==> src/rtl/regfile_port_arbiter_pkg.sv <==
// Shared definitions for the register-file port arbiter: widths, requester
// indices and a one-hot helper.
package regfile_port_arbiter_pkg;

  localparam int REGFILE_DATA_W   = 24;
  localparam int REGFILE_ADDR_W   = 5;
  localparam int REGFILE_NUM_REGS = 32;
  localparam int REQ_CTRL         = 0;
  localparam int REQ_DBG          = 1;

  typedef enum logic {
    REQ_IDX_CTRL = 1'b0,
    REQ_IDX_DBG  = 1'b1
  } req_idx_e;

  function automatic logic [1:0] idx_to_onehot(input logic idx);
    return idx ? 2'b10 : 2'b01;
  endfunction

endpackage

==> src/rtl/regfile_port_arbiter_rr_arbiter_2.sv <==
// Two-way round-robin grant: the pointer breaks ties, and the mask can
// exclude a requester entirely (used to hold a lock).
module rr_arbiter_2
  import regfile_port_arbiter_pkg::*;
(
  input  logic [1:0] req_i,
  input  logic       ptr_i,
  input  logic [1:0] mask_i,
  output logic [1:0] gnt_o
);

  logic [1:0] eligible;

  assign eligible = req_i & mask_i;

  // NOTE: gnt_o gets a default before any conditional so every path assigns it and no latch is inferred.
  always_comb begin
    gnt_o = eligible;
    if (&eligible) begin
      gnt_o = idx_to_onehot(ptr_i);
    end
  end

endmodule

==> src/rtl/regfile_port_arbiter.sv <==
// Shares the single-op-per-cycle register file between the control unit and
// the debug port. Optional grant locking is enabled with REGFILE_ARB_LOCK_EN.
module regfile_port_arbiter
  import regfile_port_arbiter_pkg::*;
#(
  parameter int DATA_W  = REGFILE_DATA_W,
  parameter int ADDR_W  = REGFILE_ADDR_W,
  parameter int NUM_REQ = 2
) (
  input  logic                      clk,
  input  logic                      rst_n,
  input  logic [NUM_REQ-1:0]        req_valid,
  output logic [NUM_REQ-1:0]        req_ready,
  input  logic [NUM_REQ-1:0]        req_we,
  input  logic [NUM_REQ*ADDR_W-1:0] req_addr_a,
  input  logic [NUM_REQ*ADDR_W-1:0] req_addr_b,
  input  logic [NUM_REQ*DATA_W-1:0] req_wdata,
  input  logic [NUM_REQ-1:0]        req_lock,
  output logic                      rf_write_enable,
  output logic                      rf_read_enable,
  output logic [ADDR_W-1:0]         rf_write_reg,
  output logic [ADDR_W-1:0]         rf_read_reg_1,
  output logic [ADDR_W-1:0]         rf_read_reg_2,
  output logic [DATA_W-1:0]         rf_write_data,
  input  logic [DATA_W-1:0]         rf_data_reg_1,
  input  logic [DATA_W-1:0]         rf_data_reg_2,
  output logic [NUM_REQ-1:0]        rsp_valid,
  output logic [DATA_W-1:0]         rsp_data_1,
  output logic [DATA_W-1:0]         rsp_data_2
);

  logic       rr_ptr_q, rr_ptr_d;
  logic [1:0] rsp_valid_q, rsp_valid_d;
  logic [1:0] lock_mask;
  logic [1:0] gnt;
  logic       transfer;
  logic       gnt_idx;
  logic       sel_we;

`ifdef REGFILE_ARB_LOCK_EN
  logic lock_active_q, lock_active_d;
  logic lock_owner_q, lock_owner_d;

  assign lock_mask = lock_active_q ? idx_to_onehot(lock_owner_q) : 2'b11;

  always_comb begin
    lock_active_d = lock_active_q;
    lock_owner_d  = lock_owner_q;
    if (transfer) begin
      lock_active_d = req_lock[gnt_idx];
      lock_owner_d  = gnt_idx;
    end
  end

  always_ff @(posedge clk) begin
    if (!rst_n) begin
      lock_active_q <= 1'b0;
      lock_owner_q  <= 1'b0;
    end else begin
      lock_active_q <= lock_active_d;
      lock_owner_q  <= lock_owner_d;
    end
  end
`else
  logic unused_req_lock;

  assign lock_mask       = 2'b11;
  assign unused_req_lock = ^req_lock;
`endif

  rr_arbiter_2 u_arb (
    .req_i  (req_valid),
    .ptr_i  (rr_ptr_q),
    .mask_i (lock_mask),
    .gnt_o  (gnt)
  );

  assign req_ready = rst_n ? gnt : '0;
  assign transfer  = |req_ready;
  assign gnt_idx   = req_ready[REQ_DBG];
  assign sel_we    = req_we[gnt_idx];

  // Idle cycles leave gnt_idx at 0, so the fields follow the control unit.
  assign rf_write_enable = transfer & sel_we;
  assign rf_read_enable  = transfer & ~sel_we;
  assign rf_write_reg    = gnt_idx ? req_addr_a[ADDR_W +: ADDR_W] : req_addr_a[0 +: ADDR_W];
  assign rf_read_reg_1   = rf_write_reg;
  assign rf_read_reg_2   = gnt_idx ? req_addr_b[ADDR_W +: ADDR_W] : req_addr_b[0 +: ADDR_W];
  assign rf_write_data   = gnt_idx ? req_wdata[DATA_W +: DATA_W] : req_wdata[0 +: DATA_W];

  always_comb begin
    rsp_valid_d = '0;
    rr_ptr_d    = rr_ptr_q;
    if (rf_read_enable) begin
      rsp_valid_d = idx_to_onehot(gnt_idx);
    end
    if (transfer) begin
      rr_ptr_d = ~gnt_idx;
    end
  end

  // NOTE: sequential state uses non-blocking assignments so every flop samples pre-edge values.
  always_ff @(posedge clk) begin
    if (!rst_n) begin
      rr_ptr_q    <= 1'b0;
      rsp_valid_q <= '0;
    end else begin
      rr_ptr_q    <= rr_ptr_d;
      rsp_valid_q <= rsp_valid_d;
    end
  end

  // A response in flight when reset arrives is suppressed immediately.
  assign rsp_valid  = rst_n ? rsp_valid_q : '0;
  assign rsp_data_1 = rf_data_reg_1;
  assign rsp_data_2 = rf_data_reg_2;

endmodule

==> config.mk <==
export PLATFORM = sky130hd
export DESIGN_NAME = regfile_port_arbiter
export DESIGN_NICKNAME = d
export VERILOG_FILES = /design/src/rtl/regfile_port_arbiter_pkg.sv /design/src/rtl/regfile_port_arbiter_rr_arbiter_2.sv /design/src/rtl/regfile_port_arbiter.sv
export SDC_FILE = /design/constraint.sdc
export NUM_CORES = 1
export LEC_CHECK = 0
export ABC_AREA = 1
export BUFFER_PORTS_ARGS = -buffer_cell sky130_fd_sc_hd__buf_2
export CAP_MARGIN = 20
export CORE_AREA = 5 5 81 83
export CTS_CLUSTER_SIZE = 12
export DETAILED_ROUTE_END_ITERATION = 7
export DIE_AREA = 0 0 86 88
export GPL_ROUTABILITY_DRIVEN = 0
export PLACE_DENSITY_LB_ADDON = 0.1
export SYNTH_ARGS = -nofsm -noshare
export SYNTH_HDL_FRONTEND = slang
export SYNTH_SLANG_ARGS = --single-unit
==> constraint.sdc <==
create_clock -name clk -period 1.5 [get_ports clk]
set_clock_uncertainty 0.1 [all_clocks]
set_input_delay 0.3 -clock clk [delete_from_list [all_inputs] [get_ports clk]]
set_output_delay 0.3 -clock clk [all_outputs]
set_load 0.01 [all_outputs]
### Word level (Yosys, flattened, before mapping)

Index checks and enable logic that the tools add are counted.

| word-level totals | value |
|---|---|
| bits of input ports | 124 |
| register bits | 3 |
| output and inout port bits | 93 |

| cells by class | value |
|---|---|
| reductions and logical operators | 3 |
| bitwise operators | 4 |
| magnitude comparators | 1 |
| mux-type cells | 10 |

Operators by type and width:

| cell | count |
|---|---|
| $mux W24 | 1 |
| $mux W2 | 5 |
| $mux W5 | 2 |
| $reduce_and A2 Y1 | 2 |
| $and A1 B1 Y1 | 2 |
| $lt A1 B2 Y1 const B | 1 |
| $mux W1 | 2 |
| $not A1 Y1 | 2 |
| $reduce_or A2 Y1 | 1 |

### Depth between registers and ports, before layout

| logic depth | value |
|---|---|
| word-level depth | 8 |
| depth in mapped cells | 8 |
| depth with buffers taken out | 6 |

### Cells and area by module

Synthesis repeated with hierarchy kept, for this count alone.

| unflattened totals | value |
|---|---|
| cell total of the unflattened synthesis | 193 |
| area total of the unflattened synthesis | 1057.3 um^2 |

By module, submodules not included:

| module | times used | area each (um^2) | cells each |
|---|---|---|---|
| regfile_port_arbiter | 1 | 1026.0 | 185 |
| rr_arbiter_2 | 1 | 31.3 | 8 |

### Worst setup path before layout

OpenSTA, ideal clock, no wires.

| timing | value |
|---|---|
| path kind | register to output |
| start point | reg rr_ptr_q |
| end point | out rf_write_reg[2] |
| cell stages (with the launch flop) | 9 |
| slack | 10 ps |
| buffers on the path | 2 |
| arrival time | 1090 ps |
| required time | 1100 ps |
| cells stage by stage | dfxtp_1 > inv_1 > nand2_1 > nand2_4 > clkinv_4 > buf_6 > nand2_1 > nand2_1 > buf_4 |

| on the way | value |
|---|---|
| cells in the longest elaborated chain, start to end | 4 |

Ends and longest elaborated chain:

| what | line | text |
|---|---|---|
| start: declaration | regfile_port_arbiter.sv:32 | `logic rr_ptr_q, rr_ptr_d;` |
| start signal: assignment | regfile_port_arbiter.sv:108 | `rr_ptr_q <= rr_ptr_d;` |
| $mux W2 | regfile_port_arbiter_pkg.sv:17 | `return idx ? 2'b10 : 2'b01;` |
| $mux W2 | regfile_port_arbiter_rr_arbiter_2.sv:19 | `if (&eligible) begin` |
| $mux W2 | regfile_port_arbiter.sv:78 | `assign req_ready = rst_n ? gnt : '0;` |
| $mux W5 | regfile_port_arbiter.sv:86 | `assign rf_write_reg = gnt_idx ? req_addr_a[ADDR_W +: ADDR_W] : req_addr_a[0 +: ADDR_W];` |
| end: declaration | regfile_port_arbiter.sv:21 | `output logic [ADDR_W-1:0] rf_write_reg,` |

Every way passes these cells.

### Final worst setup path

| timing | value |
|---|---|
| start point | reg rr_ptr_q |
| end point | out rf_write_reg[0] |

Same word-level chain as after synthesis.

==> key figures <==
Pwr
  – Pwr/cell area: 483 nW/um2
  – Static power due to leakage: ~1.1 nW
  – Peak ir drop on the vdd network: around 340 uV

Floorplan
  – Core area: around 5800 um2
  – Site row count: 28
  – Count of pins on the block boundary: approximately 220
  – Die span in y: a little under 90 um
  – Die Width: roughly 86 um
  – Initial core utilization: 17.9%
  – Area of the die: about 7600 um2

Synth
  – Sequential cell area fraction in the yosys report: 5.80%
  – Per-instance average area after synthesis: around 5.4 um2
  – Combined area of all synthesized cells: between 1000 and 1500 um2
  – Mapped Cells: between 150 and 200
  – Synthesized Nets: 315
  – Yosys warning total: 0
  – Synth cell types: 14
  – Number of register bits inferred by synthesis: 3

GRT
  – Global-route wire length before repair: ~5500 um
  – Fraction of met3 tracks used by global routing: roughly 2.2%
  – Met2 Use GR: between 15 and 20%
  – Remaining global-route overflow: 0
  – Combined global-route utilization of all metal layers: under 10%
  – Via count of the first global-routing pass: about 1.3k
  – Number of antenna violations at the first check in global routing: 0
  – Fraction of met1 tracks used by global routing: 9.66%
  – Most Used Layer, Global Route: met2
  – Pin count of the biggest net entering global routing: 23

Routing
  – Length of the first detailed-routing pass in iterations: 7
  – Average vias per placed instance: approximately 3.8
  – Wire per inst: ~11 um
  – Count of vias placed by the detailed router: 1296
  – Iteration-0 DRC Markers: 20
  – Total wire length after detailed routing: 3600 um
  – Count of unresolved DRC violations after routing: 0
  – Remaining antenna violation count: 0

Final layout
  – Count of inserted antenna diode cells: 0
  – Layout cells sized above 1: 65.9%
  – Nets: between 300 and 400
  – Layout fillers: between 600 and 700
  – Area growth syn-to-layout: 66.3%
  – Summed area of non-filler cells in the final layout: about 1700 um2

Clock network
  – Clock insertion delay at the later pin of the skew report: between 0.2 and 0.25 ns
  – Clock Root Buffer: sky130_fd_sc_hd__clkbuf_8
  – Maximum clock path buffer count: 2
  – CTS Sinks: 3
  – Number of CTS-inserted buffers: 3
  – Clock tree from TritonCTS: yes
  – Number of buffers added to fix hold violations after cts: 0
  – CTS H-tree depth: 1
  – Clock transition at the register clock pins on the worst setup and hold paths after CTS: 0.03 ns

Critical path
  – Crit start category: flop
  – CP Data Required Time: about 1.1 ns
  – Max FO, Critical Path: 7
  – Crit path kind: flop to output port
  – Sort of element at the end of the critical path: output port
  – Worst reg-to-reg setup slack: about 0.49 ns
  – Worst path arrival time: 1.23 ns

STA
  – Period Utilization, post-route: 109%
  – Maximum operating frequency: ~610 MHz
  – Worst slew margin relative to its limit: slightly above 90%
  – Final hold vios: 0
  – Final worst-path setup slack: -0.131 ns
  – Tightest Pin Transition: around 0.12 ns
  – Number of max-slew violations in the final report: 0
  – Total negative slack: -4.47 ns
  – Final setup violating endpoints: 42
  – RSZ-0062 raised after global routing: yes
  – Clock period minus final worst setup slack: around 1.6 ns

Placed design
  – Placed wire-length estimate: roughly 2900 um
  – PortBufs: between 100 and 150
  – Total cell area at the placement stage: roughly 1400 um2

Outcome
  – Violations in the final reports: negative setup slack
  – Outcome: complete, but fails checks

Run
  – Number of max-cap violations: 0

Hold path
  – Worst min-delay path category: primary input to flop
[synthesized netlist by cell type (all sizes together)]
library cell / n / area (um2)
nand2: 113 / 454
buf: 59 / 450
inv: 9 / 33.8
dfxtp: 3 / 60.1
a21oi: 2 / 10.0
nand3: 2 / 10.0
nor2: 2 / 7.51
clkinv: 1 / 8.76
[sequential cells by signal, indices dropped and copies added (netlist names)]
signal       flops
rr_ptr_q         1
rsp_valid_q      2
[critical path, stage by stage (launching register included)]
cell                       delay (ns)
sky130_fd_sc_hd__dfxtp_2         0.31
sky130_fd_sc_hd__inv_2           0.07
sky130_fd_sc_hd__nand2_4         0.07
sky130_fd_sc_hd__nand2_8         0.09
sky130_fd_sc_hd__clkinv_8        0.08
sky130_fd_sc_hd__buf_12          0.15
sky130_fd_sc_hd__nand2_4         0.06
sky130_fd_sc_hd__nand2_4         0.05
sky130_fd_sc_hd__buf_6           0.12
[routing by layer]
layer	part of all wire, %	vias to the layer above
li1	-	664
met1	34	537
met2	50	79
met3	14	16
met4	2.3	0
met5	0	-
[final cells by class]
type | instances | area [um2] | area share [%]
well taps | 75 | 93.8 | 5.45
flip-flops and latches | 3 | 61.3 | 3.56
repair buffers | 131 | 837 | 48.7
clock buffers | 4 | 45.0 | 2.62
multi-input cells | 119 | 633 | 36.8
inverters | 10 | 50.0 | 2.91
[logic make-up after synthesis]
group	synth area share, %
AO/OA/AOI/OAI	0.967
buffers and inverters	47.6
flip-flops	5.80
AND/OR/NAND/NOR	45.6
[repair_timing]
item,4_1_cts,5_1_grt
pin swaps,5,2
gates cloned,1,0
endpoints found under the hold margin,0,0
setup buffers,2,0
gates resized for setup,36,23
setup endpoints to repair,42,42
[layout by cell type, fill, tap and decap left out]
cell / n
sky130_fd_sc_hd__a21oi_1: 2
sky130_fd_sc_hd__buf_12: 4
sky130_fd_sc_hd__buf_16: 1
sky130_fd_sc_hd__buf_2: 106
sky130_fd_sc_hd__buf_4: 7
sky130_fd_sc_hd__buf_6: 13
sky130_fd_sc_hd__clkbuf_1: 1
sky130_fd_sc_hd__clkbuf_8: 3
sky130_fd_sc_hd__clkinv_8: 1
sky130_fd_sc_hd__dfxtp_1: 2
sky130_fd_sc_hd__dfxtp_2: 1
sky130_fd_sc_hd__inv_1: 7
sky130_fd_sc_hd__inv_2: 2
sky130_fd_sc_hd__nand2_1: 77
sky130_fd_sc_hd__nand2_2: 23
sky130_fd_sc_hd__nand2_4: 12
sky130_fd_sc_hd__nand2_8: 1
sky130_fd_sc_hd__nand3_2: 1
sky130_fd_sc_hd__nand3_4: 1
sky130_fd_sc_hd__nor2_1: 2
[metrics by stage]
stage,hold WS [ns],worst slack [ns],util (%),power (mW),instances
after floorplan,0.343,0.00978,-,0.420,191
after global placement,0.383,-0.0640,24.1,0.510,335
after detailed placement,0.378,-0.0527,24.1,0.507,335
after CTS,0.257,-0.129,28.1,0.811,342
after global routing,0.285,-0.201,29.8,0.904,342
final,0.259,-0.131,29.8,0.831,342
[final timing paths]
path / start / to / depth (start not counted)
max: rr_ptr_q$_SDFFE_PN0P_ / rf_write_reg[0] / 8
min: req_we[0] / rsp_valid_q[0]$_SDFF_PN0_ / 4
min reg2reg: rr_ptr_q$_SDFFE_PN0P_ / rr_ptr_q$_SDFFE_PN0P_ / 3
max reg2reg: rr_ptr_q$_SDFFE_PN0P_ / rsp_valid_q[0]$_SDFF_PN0_ / 6
[where the power goes]
part	total, mW	internal [mW]	switching, mW
sequential	0.0877	0.0857	0.00196
combinational	0.513	0.264	0.249
clock	0.230	0.181	0.0491
total	0.831	0.531	0.300
Power figures use the tool's default switching activity.
